File: config.mk
export PLATFORM = sky130hd
export DESIGN_NAME = midi_tx_arbiter
export DESIGN_NICKNAME = d
export VERILOG_FILES = /design/src/rtl/midi_tx_arbiter.sv
export SDC_FILE = /design/constraint.sdc
export NUM_CORES = 1
export LEC_CHECK = 0
export BUFFER_PORTS_ARGS = -buffer_cell sky130_fd_sc_hd__buf_2
export CAP_MARGIN = 20
export CORE_MARGIN = 3
export CORE_UTILIZATION = 45
export CTS_CLUSTER_DIAMETER = 50
export DETAILED_ROUTE_END_ITERATION = 6
export PLACE_DENSITY = 0.69
export SYNTH_ARGS = -nofsm -noshare
export SYNTH_HDL_FRONTEND = slang
export SYNTH_SLANG_ARGS = --single-unit
File: constraint.sdc
create_clock -name reg_clk -period 4.3 [get_ports reg_clk]
set_clock_uncertainty 0.2 [all_clocks]
set_input_delay 0.215 -clock reg_clk [delete_from_list [all_inputs] [get_ports reg_clk]]
set_output_delay 0.215 -clock reg_clk [all_outputs]
set_load 0.05 [all_outputs]
File: src/rtl/midi_tx_arbiter.sv
// midi_tx_arbiter: round-robin, message-atomic sharing of one MIDI UART transmitter
module midi_tx_arbiter #(
    parameter int N_REQ     = 3,
    parameter int G_WIDTH   = 2,
    parameter int TIMEOUT   = 4096,
    parameter int BUSY_WAIT = 4
) (
    input  logic               reg_clk,
    input  logic               reset_reg_N,
    input  logic [N_REQ-1:0]   req_valid,
    input  logic [8*N_REQ-1:0] req_data,
    input  logic [N_REQ-1:0]   req_last,
    output logic [N_REQ-1:0]   req_ack,
    input  logic               midi_out_ready,
    output logic               midi_send_byte,
    output logic [7:0]         midi_out_data,
    output logic               grant_valid,
    output logic [G_WIDTH-1:0] grant_id,
    output logic               timeout_err
);
    localparam int TW = $clog2(TIMEOUT + 1);
    localparam int BW = $clog2(BUSY_WAIT + 1);

    typedef enum logic [1:0] {IDLE, SEND, WAIT_BUSY, WAIT_READY} state_t;

    state_t             state, state_d;
    logic [G_WIDTH-1:0] last_grant, last_grant_d, win, cand, grant_id_d;
    logic [TW-1:0]      tmo, tmo_d;
    logic [BW-1:0]      bcnt, bcnt_d;
    logic [N_REQ-1:0]   ack_d;
    logic [7:0]         data_d;
    logic               rel, rel_d, found, accept, abort, drop;
    logic               send_d, gv_d, terr_d;

    // A byte is taken when the owner offers one and the UART can accept it;
    // an owner that stays silent for TIMEOUT cycles loses the grant.
    assign accept = state == SEND && req_valid[grant_id] && midi_out_ready;
    assign abort  = state == SEND && !req_valid[grant_id] && tmo == TW'(TIMEOUT - 1);
    assign drop   = abort || (state == WAIT_READY && midi_out_ready && rel);

    // Round-robin search starting just after the previous owner
    always_comb begin
        win   = '0;
        cand  = '0;
        found = 1'b0;
        for (int i = 1; i <= N_REQ; i++) begin
            cand = G_WIDTH'((int'(last_grant) + i) % N_REQ);
            if (!found && req_valid[cand]) begin
                win   = cand;
                found = 1'b1;
            end
        end
    end

    // State register
    always_ff @(posedge reg_clk or negedge reset_reg_N) begin
        if (!reset_reg_N) state <= IDLE;
        else              state <= state_d;
    end

    // Next-state logic; WAIT_BUSY is bounded so a UART that never drops ready cannot stall us
    always_comb begin
        state_d = state;
        case (state)
            IDLE:       state_d = found ? SEND : IDLE;
            SEND:       state_d = accept ? WAIT_BUSY : abort ? IDLE : SEND;
            WAIT_BUSY:  state_d = (!midi_out_ready || bcnt == BW'(BUSY_WAIT - 1)) ? WAIT_READY : WAIT_BUSY;
            WAIT_READY: state_d = !midi_out_ready ? WAIT_READY : rel ? IDLE : SEND;
            default:    state_d = IDLE;
        endcase
    end

    // Next values of the registered outputs and internal counters
    always_comb begin
        ack_d           = '0;
        ack_d[grant_id] = accept;
        send_d          = accept;
        data_d          = accept ? req_data[8*grant_id +: 8] : midi_out_data;
        rel_d           = accept ? req_last[grant_id] : rel;
        terr_d          = abort;
        gv_d            = state == IDLE ? found : !drop;
        grant_id_d      = state == IDLE ? win : drop ? '0 : grant_id;
        last_grant_d    = drop ? grant_id : last_grant;
        tmo_d           = (state != SEND || accept || abort) ? '0 : req_valid[grant_id] ? tmo : tmo + TW'(1);
        bcnt_d          = state == WAIT_BUSY ? bcnt + BW'(1) : '0;
    end

    // Output and datapath registers
    always_ff @(posedge reg_clk or negedge reset_reg_N) begin
        if (!reset_reg_N) begin
            req_ack        <= '0;
            midi_send_byte <= 1'b0;
            midi_out_data  <= '0;
            grant_valid    <= 1'b0;
            grant_id       <= '0;
            timeout_err    <= 1'b0;
            last_grant     <= G_WIDTH'(N_REQ - 1);
            rel            <= 1'b0;
            tmo            <= '0;
            bcnt           <= '0;
        end else begin
            req_ack        <= ack_d;
            midi_send_byte <= send_d;
            midi_out_data  <= data_d;
            grant_valid    <= gv_d;
            grant_id       <= grant_id_d;
            timeout_err    <= terr_d;
            last_grant     <= last_grant_d;
            rel            <= rel_d;
            tmo            <= tmo_d;
            bcnt           <= bcnt_d;
        end
    end
endmodule

==> impl_metrics.py, run 1 <==
metrics = {
    "power_and_ir_drop": {
        "seq_power_share_pct": 36.7,
        "p_leak_nw": 1.14,
        "power_frac_comb_pct": 47.2,
        "power.switching_mw": 0.654,
        "internal_power_mw": 0.836,
        "clkPwrFrac_pct": 16.2,
        "power_density_mw_per_mm2": 609,
        "peakVddDrop_mv": 0.396,
        "switching_share_pct": 43.9,
    },
    "sta": {
        "setup_viol": 0,
        "max_slew_margin_pct": 43.5,
        "setup-tns-final_ns": 0,
        "report.final.slew_viol_count": 0,
        "hold_viol_final": 0,
        "measured_slew_at_the_worst_slew_check_pin_ns": 0.847,
        "grt_setup_unrepaired": "no",
        "fin_crit_ns": 2.63,
        "layout_worst_path_cycle_share_pct": 61.1,
        "max_fclk_mhz": 381,
    },
    "die": {
        "fp.coreArea_sq_mm": 0.00441,
        "initial_utilization_pct": 47.4,
        "core.rowCount": 24,
        "die_area_sq_mm": 0.00550,
        "io_pins": 49,
        "dieHeight_microns": 74.2,
        "floorplan.die.width_microns": 74.2,
    },
    "synthesis": {
        "yosys_warnings": 0,
        "synthArstFlopShare_pct": 100,
        "mappedNetlistNets": 239,
        "postSynthAreaPerCell_sq_um": 10.5,
        "post-synth-top-count-cell": "sky130_fd_sc_hd__dfrtp_1",
        "synth_enable_flop_cells": 0,
        "synth_largest_area_cell": "sky130_fd_sc_hd__dfrtp_1",
        "netlist.area_leader.share_pct": 43.1,
        "unique_masters_post_synth": 51,
        "ys.flop_type": "sky130_fd_sc_hd__dfrtp_1",
        "netlist_instances": 199,
        "synth_common_cells": "sky130_fd_sc_hd__dfrtp_1, sky130_fd_sc_hd__nand2_1, sky130_fd_sc_hd__o21ai_0, sky130_fd_sc_hd__mux2i_1, sky130_fd_sc_hd__a21oi_1",
        "netlist_area_sq_mm": 0.00209,
        "synth.area.top_cells": "sky130_fd_sc_hd__dfrtp_1, sky130_fd_sc_hd__mux2i_1, sky130_fd_sc_hd__mux2_4, sky130_fd_sc_hd__ha_1, sky130_fd_sc_hd__o21ai_0",
        "ys_seq_elements": 37,
        "sequential_fraction_of_the_synthesis_area_pct": 44.3,
    },
    "finish": {
        "filler_cell_count": 400,
        "finish.utilization_pct": 55.5,
        "antenna-diode-count": 0,
        "final_layout_size_suffix_gt1_share_pct": 29.8,
        "nets": 288,
        "stdcell_area_sq_mm": 0.00245,
        "area.growth.synth_to_final_pct": 17.0,
    },
    "routing": {
        "drt-pass1-iter-count": 4,
        "route.detailed.vias_per_inst": 5.39,
        "drt_iter0_markers": 63,
        "route.detailed.wl_per_inst_microns": 14.1,
        "vias": 1618,
        "wirelength_microns": 4230,
        "drc": 0,
        "drtAntennaViolNets": 0,
    },
    "setup_path": {
        "timing.critical_path.required_ns": 4.27,
        "worstPathMaxFanout": 19,
        "criticalPathCategory": "register to register",
        "cpMaxStageDelayCell": "sky130_fd_sc_hd__dfrtp_1",
        "critical_path.max_stage_delay_ns": 0.90,
        "path_cells": "mux2i_4 > o21ai_2 > and3_1 > mux2_2",
        "launching_element_type_of_the_critical_path": "register",
        "arr_time_crit_path_ns": 2.60,
        "timing.critical_path.to_type": "register",
        "r2r_slack_ns": 1.67,
    },
    "clocking": {
        "tritoncts_num_sinks": 37,
        "postCtsResizedCells": 0,
        "insertion_delay_ns": 0.28,
        "tritoncts_clock_tree": "built",
        "cts_buffers": 5,
        "clock_tree.buffer_depth": 2,
        "cts_max_level": 2,
        "cts_root_buffer": "sky130_fd_sc_hd__clkbuf_8",
        "cts.clk_slew.worst_paths_ns": 0.07,
    },
    "worst_hold_path": {
        "timing.hold.worst.class": "input port to register",
    },
    "grt": {
        "antenna_found_initial": 0,
        "grt_max_degree": 38,
        "first_pass_grt_wire_length_microns": 6970,
        "total_overflow_reported_by_the_global_router": 0,
        "grt_pass1_vias": 1548,
        "grt_use_total_pct": 16.8,
    },
    "status": {
        "run_status": "complete, no violations",
    },
    "run": {
        "max_cap_violations": 0,
    },
    "place": {
        "dpl_hpwl_microns": 3070,
        "gp_congestion": 0.863,
        "place_area_sq_mm": 0.00235,
        "port_buffers": 48,
    },
}
==> cells in the final DEF, fill, tap and decap left out, types with 2 or more instances in the layout <==
cell,instances
sky130_fd_sc_hd__nor3b_1,2
sky130_fd_sc_hd__o2111ai_1,4
sky130_fd_sc_hd__or3_1,8
sky130_fd_sc_hd__and3_1,5
sky130_fd_sc_hd__inv_1,9
sky130_fd_sc_hd__nor2_1,9
sky130_fd_sc_hd__ha_1,7
sky130_fd_sc_hd__nand2_1,21
sky130_fd_sc_hd__nor3_1,2
sky130_fd_sc_hd__mux2i_1,11
sky130_fd_sc_hd__xor2_1,4
sky130_fd_sc_hd__nand4_1,2
sky130_fd_sc_hd__mux2_2,4
sky130_fd_sc_hd__nand3_1,4
sky130_fd_sc_hd__o21ai_0,16
sky130_fd_sc_hd__buf_2,48
sky130_fd_sc_hd__dfrtp_1,36
sky130_fd_sc_hd__nor2b_1,2
sky130_fd_sc_hd__a21oi_1,10
sky130_fd_sc_hd__mux2_4,6
sky130_fd_sc_hd__o211ai_1,3
sky130_fd_sc_hd__clkbuf_8,6
==> routing by layer <==
layer	part of all wire, %	GRT usage, %	up-vias
met1	49	22.3	739
met3	6.0	4.73	5
li1	-	-	826
met5	0	0	-
met4	1.6	7.24	0
met2	44	25.8	48
==> layout make-up <==
cell class	instances	area, sq um	area share (%)
flip-flops and latches	37	927	37.9
clock buffers	7	86.3	3.53
repair buffers	49	250	10.2
well taps	52	65.1	2.66
inverters	9	33.8	1.38
multi-input cells	146	1090	44.4
==> path summary, 6_finish.rpt <==
kind	from	endpoint	depth (start not counted)
hold reg to reg	bcnt[0]	bcnt[0]	1
setup reg to reg	grant_id[0]	midi_out_data[3]	4
hold / removal	req_data[23]	midi_out_data[7]	4
setup / recovery	grant_id[0]	midi_out_data[3]	4
min in group asynchronous	reset_reg_N	tmo[11]	2
max in group asynchronous	reset_reg_N	midi_send_byte	2
==> metrics by stage <==
step	cells	hold slack [ns]	power (mW)	setup slack (ns)
floorplan	199	-0.281	1.10	1.96
global placement	292	0.148	1.25	1.73
detailed placement	292	0.153	1.26	1.67
CTS	300	0.0511	1.51	1.67
global route	300	0.0750	1.58	1.51
finish	300	0.0600	1.49	1.67
==> logic make-up after synthesis <==
family	count (synthesis)	synth area share [%]
xor+xnor	4	1.67
flops	37	44.3
fa+ha+maj	7	4.19
mux	23	13.3
simple gates	63	16.1
buf+inv	16	3.77
compound gates	49	16.6
==> flip-flops by register name, summed over array words and instances, names as in the netlist <==
signal and flops:
grant_valid 1, midi_out_data 8, grant_id 2, req_ack 3, midi_send_byte 1, state 2, last_grant 2, bcnt 3
tmo 13, rel 1, timeout_err 1
==> power groups by stage <==
| stage | Sequential [mW] | Clock [mW] | Combinational [mW] |
|---|---|---|---|
| CTS | 0.546 | 0.249 | 0.709 |
| global route | 0.559 | 0.263 | 0.755 |
| finish | 0.546 | 0.241 | 0.703 |
| detailed placement | 0.551 | 0 | 0.708 |
| floorplan | 0.686 | 0 | 0.418 |
| global placement | 0.552 | 0 | 0.698 |
==> critical path: cells and delay by family (launching register included) <==
| kind | cells | cell delay (ns) |
|---|---|---|
| flip-flops | 1 | 0.90 |
| AND/OR/NAND/NOR | 1 | 0.59 |
| multiplexers | 2 | 0.60 |
| AO/OA/AOI/OAI | 1 | 0.23 |
==> timing repair <==
| action | CTS | global route |
|---|---|---|
| buffers inserted | 0 | 0 |
| endpoints found under the hold margin | 36 | 0 |
| hold buffers | 1 | 0 |
Power figures use the tool's default switching activity.
==> inputs of run 2 (changes only) <==
- PLACE_DENSITY: 0.69 -> 0.71
- clock period: 4.3 -> 2.25 ns (I/O delays scaled with it)
==> impl_metrics.py, run 2 (same netlist as run 1, synthesis figures left out) <==
metrics = {
    "grt": {
        "grt_use_total_pct": 18.3,
        "total_overflow_reported_by_the_global_router": 0,
        "antenna_found_initial": 0,
        "grt_pass1_vias": 1716,
        "grt_max_degree": 38,
        "first_pass_grt_wire_length_microns": 7790,
    },
    "clocking": {
        "cts_max_level": 2,
        "insertion_delay_ns": 0.29,
        "tritoncts_num_sinks": 37,
        "postCtsResizedCells": 0,
        "clock_tree.buffer_depth": 2,
        "cts_root_buffer": "sky130_fd_sc_hd__clkbuf_8",
        "post-cts-setup-buffers": 0,
        "cts_buffers": 5,
        "cts.clk_slew.worst_paths_ns": 0.07,
        "tritoncts_clock_tree": "built",
    },
    "power_and_ir_drop": {
        "peakVddDrop_mv": 0.719,
        "power_density_mw_per_mm2": 1160,
        "p_leak_nw": 1.22,
    },
    "routing": {
        "drt-pass1-iter-count": 4,
        "drtAntennaViolNets": 0,
        "drc": 0,
        "wirelength_microns": 4580,
        "route.detailed.vias_per_inst": 5.50,
        "route.detailed.wl_per_inst_microns": 14.5,
        "drt_iter0_markers": 107,
        "vias": 1739,
    },
    "setup_path": {
        "timing.critical_path.to_type": "register",
        "worstPathBufferInverterCount": 2,
        "arr_time_crit_path_ns": 2.07,
        "path_cells": "inv_1 > ha_1 > a22o_1 > a211oi_1 > buf_4 > nor2_1 > o31a_1",
        "worstPathMaxFanout": 5,
        "cpLargestDelayFamily": "compound AO/OA/AOI/OAI gates",
        "criticalPathCategory": "register to register",
        "timing.critical_path.required_ns": 2.23,
        "critical_path.max_stage_delay_ns": 0.56,
        "launching_element_type_of_the_critical_path": "register",
        "cpMaxStageDelayCell": "sky130_fd_sc_hd__dfstp_2",
    },
    "finish": {
        "antenna-diode-count": 0,
        "final_layout_size_suffix_gt1_share_pct": 30.7,
        "finish.utilization_pct": 59.2,
        "most-common-layout-cells": "sky130_fd_sc_hd__buf_2, sky130_fd_sc_hd__dfrtp_1, sky130_fd_sc_hd__nand2_1, sky130_fd_sc_hd__o21ai_0",
        "instances_no_fill": 316,
        "nets": 303,
        "area.growth.synth_to_final_pct": 24.9,
        "largest_register_ffs": 13,
        "largest_register": "tmo",
        "largest_registers": "tmo: 13 flops, midi_out_data: 8 flops",
        "final_common_cell": "sky130_fd_sc_hd__buf_2",
    },
    "place": {
        "port_buffers": 48,
        "dpl.cell_count": 297,
        "dpl_hpwl_microns": 3210,
        "gp_congestion": 0.837,
        "setup_slack_placement_ns": 0.178,
    },
    "die": {
        "io_pins": 49,
        "dieHeight_microns": 74.2,
        "die_area_sq_mm": 0.00550,
        "initial_utilization_pct": 47.4,
        "floorplan.die.width_microns": 74.2,
        "core.rowCount": 24,
        "fp.coreArea_sq_mm": 0.00441,
    },
    "sta": {
        "setup_viol": 0,
        "finalHoldWorstSlack_ns": 0.0279,
        "measured_slew_at_the_worst_slew_check_pin_ns": 0.633,
        "max_slew_margin_pct": 57.6,
        "layout_worst_path_cycle_share_pct": 93.2,
        "fin_crit_ns": 2.10,
        "grt_setup_unrepaired": "no",
        "setup-tns-final_ns": 0,
        "report.final.slew_viol_count": 0,
        "max_fclk_mhz": 477,
        "final_critical_path_setup_slack_ns": 0.154,
        "hold_viol_final": 0,
    },
    "worst_hold_path": {
        "timing.hold.worst.class": "input port to register",
    },
    "run": {
        "max_cap_violations": 0,
    },
    "status": {
        "run_status": "complete, no violations",
    },
}
[run 2: worst min-delay path: cells and delay by family]
family	cells	cell delay (ns)
multiplexers	2	0.17
AO/OA/AOI/OAI	1	0.13
buffers and inverters	1	0.07
[run 2: path summary, 6_finish.rpt]
path | start | endpoint | slack, ns | depth (start not counted)
setup reg to reg | last_grant[1] | grant_valid | 0.15 | 7
hold reg to reg | bcnt[0] | bcnt[0] | 0.23 | 1
max in group asynchronous | reset_reg_N | last_grant[1] | 1.31 | 3
min in group asynchronous | reset_reg_N | tmo[9] | 0.19 | 3
setup / recovery | last_grant[1] | grant_valid | 0.15 | 7
hold / removal | req_data[7] | midi_out_data[7] | 0.03 | 4
[run 2: per-stage QoR]
stage	power, mW	cell area [sq um]
detailed placement	2.45	2390
floorplan	2.11	2090
CTS	3.04	2610
finish	3.02	2610
global route	3.20	2610
global placement	2.43	2390
[run 2: timing repair]
| item | CTS | global route |
|---|---|---|
| hold endpoints to repair | 46 | 0 |
| setup endpoints to repair | 0 | 0 |
| hold buffers | 11 | 0 |
[run 2: cell type report]
cell class / instances / area, sq um
Clock buffer: 6 / 72.6
Clock inverter: 2 / 38.8
Fill cell: 376 / 1800
Inverter: 9 / 33.8
Multi-Input combinational cell: 146 / 1090
Sequential cell: 37 / 928
Tap cell: 52 / 65.1
Timing Repair Buffer: 64 / 388
[run 2: power breakdown]
group,switching (mW),total (mW),internal [mW]
clock,0.242,0.574,0.333
combinational,0.906,1.47,0.563
sequential,0.144,0.979,0.835
[run 2: per-layer routing]
| metal | share of wire (%) | wire length [microns] | global-route usage, % |
|---|---|---|---|
| met5 | 0 | 0 | 0 |
| met4 | 0.72 | 33 | 5.63 |
| met3 | 5.0 | 230 | 4.05 |
| met2 | 48 | 2220 | 30.2 |
| met1 | 46 | 2100 | 23.9 |
